### src/rtl/gpr_wb_arbiter.sv
// Writeback arbiter for the single GPR write port: round-robin between ALU and load
// requesters, with a per-register busy scoreboard for issue-stage hazard checks.
module gpr_wb_arbiter #(
  parameter int unsigned DATA_W = 8,
  parameter int unsigned ADDR_W = 3
) (
  input  logic              clk,
  input  logic              rst_n,
  input  logic              alu_wb_valid,
  input  logic [ADDR_W-1:0] alu_wb_dest,
  input  logic [DATA_W-1:0] alu_wb_data,
  output logic              alu_wb_ready,
  input  logic              mem_wb_valid,
  input  logic [ADDR_W-1:0] mem_wb_dest,
  input  logic [DATA_W-1:0] mem_wb_data,
  output logic              mem_wb_ready,
  input  logic              mark_en,
  input  logic [ADDR_W-1:0] mark_addr,
  input  logic              flush,
  input  logic [ADDR_W-1:0] chk_addr_1,
  input  logic [ADDR_W-1:0] chk_addr_2,
  output logic              hazard_stall,
  output logic              reg_write_en,
  output logic [ADDR_W-1:0] reg_write_dest,
  output logic [DATA_W-1:0] reg_write_data,
  output logic              wb_unexpected
);

  localparam int unsigned NREG = 2 ** ADDR_W;

  typedef enum logic {PrioAlu, PrioMem} prio_e;

  prio_e             prio_q, prio_d;
  logic [NREG-1:0]   busy_q, busy_d;
  logic              wr_en_q, wr_en_d;
  logic [ADDR_W-1:0] wr_dest_q, wr_dest_d;
  logic [DATA_W-1:0] wr_data_q, wr_data_d;
  logic              unexp_q, unexp_d;
  logic              alu_grant, mem_grant;

  // Readys are gated by rst_n so both stay low for the whole reset window.
  always_comb begin
    alu_grant = rst_n & alu_wb_valid & (~mem_wb_valid | (prio_q == PrioAlu));
    mem_grant = rst_n & mem_wb_valid & (~alu_wb_valid | (prio_q == PrioMem));
  end

  always_comb begin
    prio_d    = prio_q;
    wr_en_d   = alu_grant | mem_grant;
    wr_dest_d = wr_dest_q;
    wr_data_d = wr_data_q;
    if (alu_grant) begin
      wr_dest_d = alu_wb_dest;
      wr_data_d = alu_wb_data;
      prio_d    = PrioMem;
    end else if (mem_grant) begin
      wr_dest_d = mem_wb_dest;
      wr_data_d = mem_wb_data;
      prio_d    = PrioAlu;
    end

    // Order matters: mark overrides the write's clear, flush overrides both.
    busy_d = busy_q;
    if (wr_en_q) busy_d[wr_dest_q] = 1'b0;
    if (mark_en) busy_d[mark_addr] = 1'b1;
    if (flush)   busy_d = '0;

    unexp_d = unexp_q | (wr_en_q & ~busy_q[wr_dest_q]);
  end

  always_ff @(posedge clk or negedge rst_n) begin
    if (!rst_n) begin
      prio_q    <= PrioAlu;
      busy_q    <= '0;
      wr_en_q   <= 1'b0;
      wr_dest_q <= '0;
      wr_data_q <= '0;
      unexp_q   <= 1'b0;
    end else begin
      prio_q    <= prio_d;
      busy_q    <= busy_d;
      wr_en_q   <= wr_en_d;
      wr_dest_q <= wr_dest_d;
      wr_data_q <= wr_data_d;
      unexp_q   <= unexp_d;
    end
  end

  assign alu_wb_ready   = alu_grant;
  assign mem_wb_ready   = mem_grant;
  assign hazard_stall   = busy_q[chk_addr_1] | busy_q[chk_addr_2];
  assign reg_write_en   = wr_en_q;
  assign reg_write_dest = wr_dest_q;
  assign reg_write_data = wr_data_q;
  assign wb_unexpected  = unexp_q;

endmodule
### config.mk
export PLATFORM = sky130hd
export DESIGN_NAME = gpr_wb_arbiter
export DESIGN_NICKNAME = d
export VERILOG_FILES = /design/src/rtl/gpr_wb_arbiter.sv
export SDC_FILE = /design/constraint.sdc
export NUM_CORES = 1
export LEC_CHECK = 0
export BUFFER_PORTS_ARGS = -buffer_cell sky130_fd_sc_hd__buf_2
export CAP_MARGIN = 20
export CORE_MARGIN = 3
export CORE_UTILIZATION = 46
export DETAILED_ROUTE_END_ITERATION = 6
export HOLD_SLACK_MARGIN = 0.05
export PLACE_DENSITY = 0.78
export REMOVE_ABC_BUFFERS = 1
export SYNTH_ARGS = -nofsm -noshare
export SYNTH_HDL_FRONTEND = slang
export SYNTH_SLANG_ARGS = --single-unit
### constraint.sdc
create_clock -name clk -period 2.55 [get_ports clk]
set_input_delay 0.51 -clock clk [delete_from_list [all_inputs] [get_ports clk]]
set_output_delay 0.51 -clock clk [all_outputs]
set_load 0.005 [all_outputs]
==> results <==
- The flow ran to the end, and the final reports show no timing, DRC or antenna violations.
- The required time of the critical path is 2.04 ns.
- In this run the vertical extent of the chip is ~58 um.
- The worst setup path is launched from an input pin.
- The layout-stage area growth over the synthesis result is 25.00%.
- The total power is between 0.7 and 0.8 mW.
- The post-synthesis instance area is 1236 um^2.
- The number of input and output port buffers inserted is 52.
- The number of ports placed on the die boundary is 53.
- The post-detailed-route wirelength per cell is 14.26 um.
- The average instance area after synthesis is about 9 um^2.
- The floorplan die area is roughly 3300 um^2.
- Broken down by cell family, the worst path's largest delay share belongs to buffers and inverters.
- For this run, global-route usage on met3 was measured as under 10%.
- The critical path goes through dlygate4sd3_1 > buf_2 > nand2_1 > nor2_1 > buf_2.
- The via count of the first global-routing pass is between 1000 and 1500.
- The max-slew violation count is 0.
- The final net count is around 220.
- Cells with a size suffix above 1 make up 30.81% of the layout.
- For this run, the slowest stage of the critical path takes 0.52 ns.
- The final number of hold-violating endpoints is 0.
- The maximum VDD drop is 0.3316 mV.
- The CTS tree is yes.
- The number of inserted filler cells in the final layout is 254.
- The worst path needs between 2 and 2.5 ns of the cycle, external delays included.
- The residual antenna-violating net count after detailed routing is 0.
- The storage element area is ~550 um^2.
- The critical hold path startpoint is flush.
- The biggest fanout along the worst timing path is 13.
- The number of antenna violations at the first check in global routing came to 0.
- Routability-driven placement finished with a final weighted congestion of ~0.8.
- The clock root buffer master is sky130_fd_sc_hd__clkbuf_4.
- The worst path meets setup with around 0.33 ns of slack.
- The deepest clock path buffer count is 2.
- The layer flagged by global routing as most heavily used is met2.
- The register bit total from synthesis is 22.
- Entering global routing, the biggest net connects 24 pins.
- The post-CTS clock slew at the launch and capture registers of the worst setup and hold paths is roughly 0.12 ns.
- The routing usage on met1 is 23.07%.
- The number of endpoints failing setup at the final stage is 0.
- The latest clock arrival within the worst-skew pair is 0.31 ns.
- The final setup TNS is 0 ns.
- The clock net in this run drives a total of 22 sinks.
- In this run the critical register-to-register path is launched from reg_write_dest[0].
- During synthesis, Yosys emitted a total of 0 warnings.
- The count of inserted antenna diode cells is 0.
- The total number of vias is 1211.
- The cell with the biggest individual delay on the critical path is sky130_fd_sc_hd__dlygate4sd3_1.
- STA classifies the critical path endpoint as an output pin.
- After clock tree synthesis, the flow added hold-fix buffers numbering 1.
- Summed over all cells, the static leakage comes to between 0.7 and 0.8 nW.
- The global-route usage over all layers is 19.23%.
- In this run, CTS created clock tree buffers numbering 3.
- The total wire length after detailed routing is between 3000 and 4000 um.
- In this design, the critical path's most frequently occurring cell is sky130_fd_sc_hd__buf_2.
- Using the TritonRoute via totals, the vias-per-cell ratio works out to approximately 5.6.
- Global routing consumed, on the met2 layer, approximately a third of the routing resources.
- The width of the die is 57.84 um.
- The worst setup path is of the in2out kind.
- In the routed design, unresolved DRC markers number 0.
- In this run, the number of DRC markers left after iteration 0 of detailed routing was 30.
- The initial utilization of the core area, before any placement, comes to between 40% and 50%.
- The post-route clock period utilization is roughly 87%.
- The initialized floorplan defines 18 standard-cell rows.
- Buffers added to address setup during post-CTS repair amount to 0.
- The first-pass iteration count of the detailed router is 4.
- The worst pin sits at a relative slew slack of a little over half.
- The HPWL after detailed placement is ~2400 um.
- The sum of overflow across all layers after global routing is 0.
- The worst min-delay path class is in2reg.
- Static timing analysis puts the maximum clock frequency at 450.8 MHz.
- The power density relative to cell area is 510.5 nW/um^2.
- Counting both buffers and inverters, the worst setup path holds a total of 3.
- CTS built an H-tree with a depth of 1.
- Tracing the worst setup path back leads to its startpoint at rst_n.
- The number of resized instances in the post-cts repair step is 0.
- The max-capacitance violation count is 0.
- The clock skew after layout is slightly below 0.003 ns.
- Summing the sequential cell areas from Yosys gives between 40 and 50% of the chip area.
- The transition at the pin with the smallest max-transition slack is just under 0.7 ns.
- STA puts the critical path data arrival time at between 1.5 and 2 ns.
- At the placement stage, the worst setup path has a slack of roughly 0.53 ns.
- After synthesis, the netlist uses 23 different library cells.
- The core box area is between 2000 and 3000 um^2.
- The number of standard cells after synthesis is between 100 and 150.
- The footprint of the multi-input gates is 635.6 um^2.
- The first global-routing pass estimated about 5000 um of wire.
- Setup repair after global routing left no endpoint under its margin.
==> layout by cell type (no fill, tap or decap), types with 4 or more instances in the layout <==
cell type                 Yosys  layout
sky130_fd_sc_hd__mux4_1       4       4
sky130_fd_sc_hd__nand3_1     15      15
sky130_fd_sc_hd__buf_2        3      52
sky130_fd_sc_hd__nand2_1     10      10
sky130_fd_sc_hd__a21oi_1      9       9
sky130_fd_sc_hd__nor2_1      15      15
sky130_fd_sc_hd__mux2i_1      6       6
sky130_fd_sc_hd__a31oi_1     11      11
sky130_fd_sc_hd__dfrtp_1     22      22
sky130_fd_sc_hd__o21ai_0     19      19
==> synthesized netlist by cell type <==
master / number / share of area [%]
sky130_fd_sc_hd__a21oi_1: 9 / 3.6
sky130_fd_sc_hd__a31oi_1: 11 / 5.6
sky130_fd_sc_hd__and2_1: 2 / 1.0
sky130_fd_sc_hd__buf_1: 1 / 0.30
sky130_fd_sc_hd__buf_2: 3 / 1.2
sky130_fd_sc_hd__buf_6: 1 / 0.91
sky130_fd_sc_hd__clkbuf_1: 2 / 0.61
sky130_fd_sc_hd__clkbuf_2: 1 / 0.40
sky130_fd_sc_hd__dfrtp_1: 22 / 45
sky130_fd_sc_hd__inv_1: 2 / 0.61
sky130_fd_sc_hd__mux2i_1: 6 / 4.9
sky130_fd_sc_hd__mux4_1: 4 / 8.5
sky130_fd_sc_hd__nand2_1: 10 / 3.0
sky130_fd_sc_hd__nand2b_1: 3 / 1.5
sky130_fd_sc_hd__nand3_1: 15 / 6.1
sky130_fd_sc_hd__nand4_1: 1 / 0.51
sky130_fd_sc_hd__nor2_1: 15 / 4.6
sky130_fd_sc_hd__nor2b_1: 3 / 1.5
sky130_fd_sc_hd__nor3_1: 1 / 0.40
sky130_fd_sc_hd__o21a_1: 1 / 0.61
sky130_fd_sc_hd__o21ai_0: 19 / 7.7
sky130_fd_sc_hd__o31ai_1: 2 / 1.2
sky130_fd_sc_hd__o41ai_1: 1 / 0.71
==> report_power, final <==
group          leakage, nW  switching [mW]  total [mW]  internal, mW
Combinational        0.446          0.0933       0.177        0.0837
Clock               0.0210           0.108       0.195        0.0873
Sequential           0.266          0.0348       0.416         0.382
==> flip-flops by register name, summed over array words and instances (netlist names) <==
signal and cells:
reg_write_data 8, reg_write_en 1, prio_q 1, wb_unexpected 1, busy_q 8, reg_write_dest 3
==> final cells by class <==
cell class	count	area share, %
multi-input combinational	103	41.13
sequential	22	35.63
timing repair buffer	54	17.98
tap	30	2.429
clock buffer	4	2.348
inverter	2	0.4858
==> path summary, 6_finish.rpt <==
check	endpoint	slack, ns	cells past startpoint
worst max-delay path	alu_wb_ready	0.33	5
worst min-delay path	busy_q[7]	0.43	2
worst max register to register	wb_unexpected	1.26	3
worst min register to register	wb_unexpected	0.49	2
max in group asynchronous	busy_q[2]	1.56	3
min in group asynchronous	reg_write_data[4]	0.52	2
==> worst register-to-register path, delay by kind of cell, from the launching register on <==
kind               cells  cell delay (ns)
AOI/OAI and AO/OA      1             0.36
and+or+nand+nor        1             0.06
muxes                  1             0.23
DFF                    1             0.55
==> routing by layer <==
metal	up-vias	wire [um]
met5	-	0
met4	0	28
met3	4	235
met2	45	1502
met1	564	1298
li1	598	-
==> kinds of logic after synthesis <==
group / Yosys count / share of synthesized area (%)
mux: 10 / 13.36
buf+inv: 10 / 4.048
flops: 22 / 44.53
compound gates: 43 / 19.43
simple gates: 50 / 18.62
==> through the flow <==
step           instances  hold WS, ns  area, um^2  utilization [%]
2_1_floorplan        127       0.2144        1194                -
3_3_place_gp         210       0.3237        1499            59.42
3_5_place_dp         210       0.3253        1499            59.42
4_1_cts              215       0.4232        1545            61.26
5_1_grt              215       0.4256        1545            61.26
6_report             215       0.4320        1545            61.26
(Power assumes the default switching activity.)
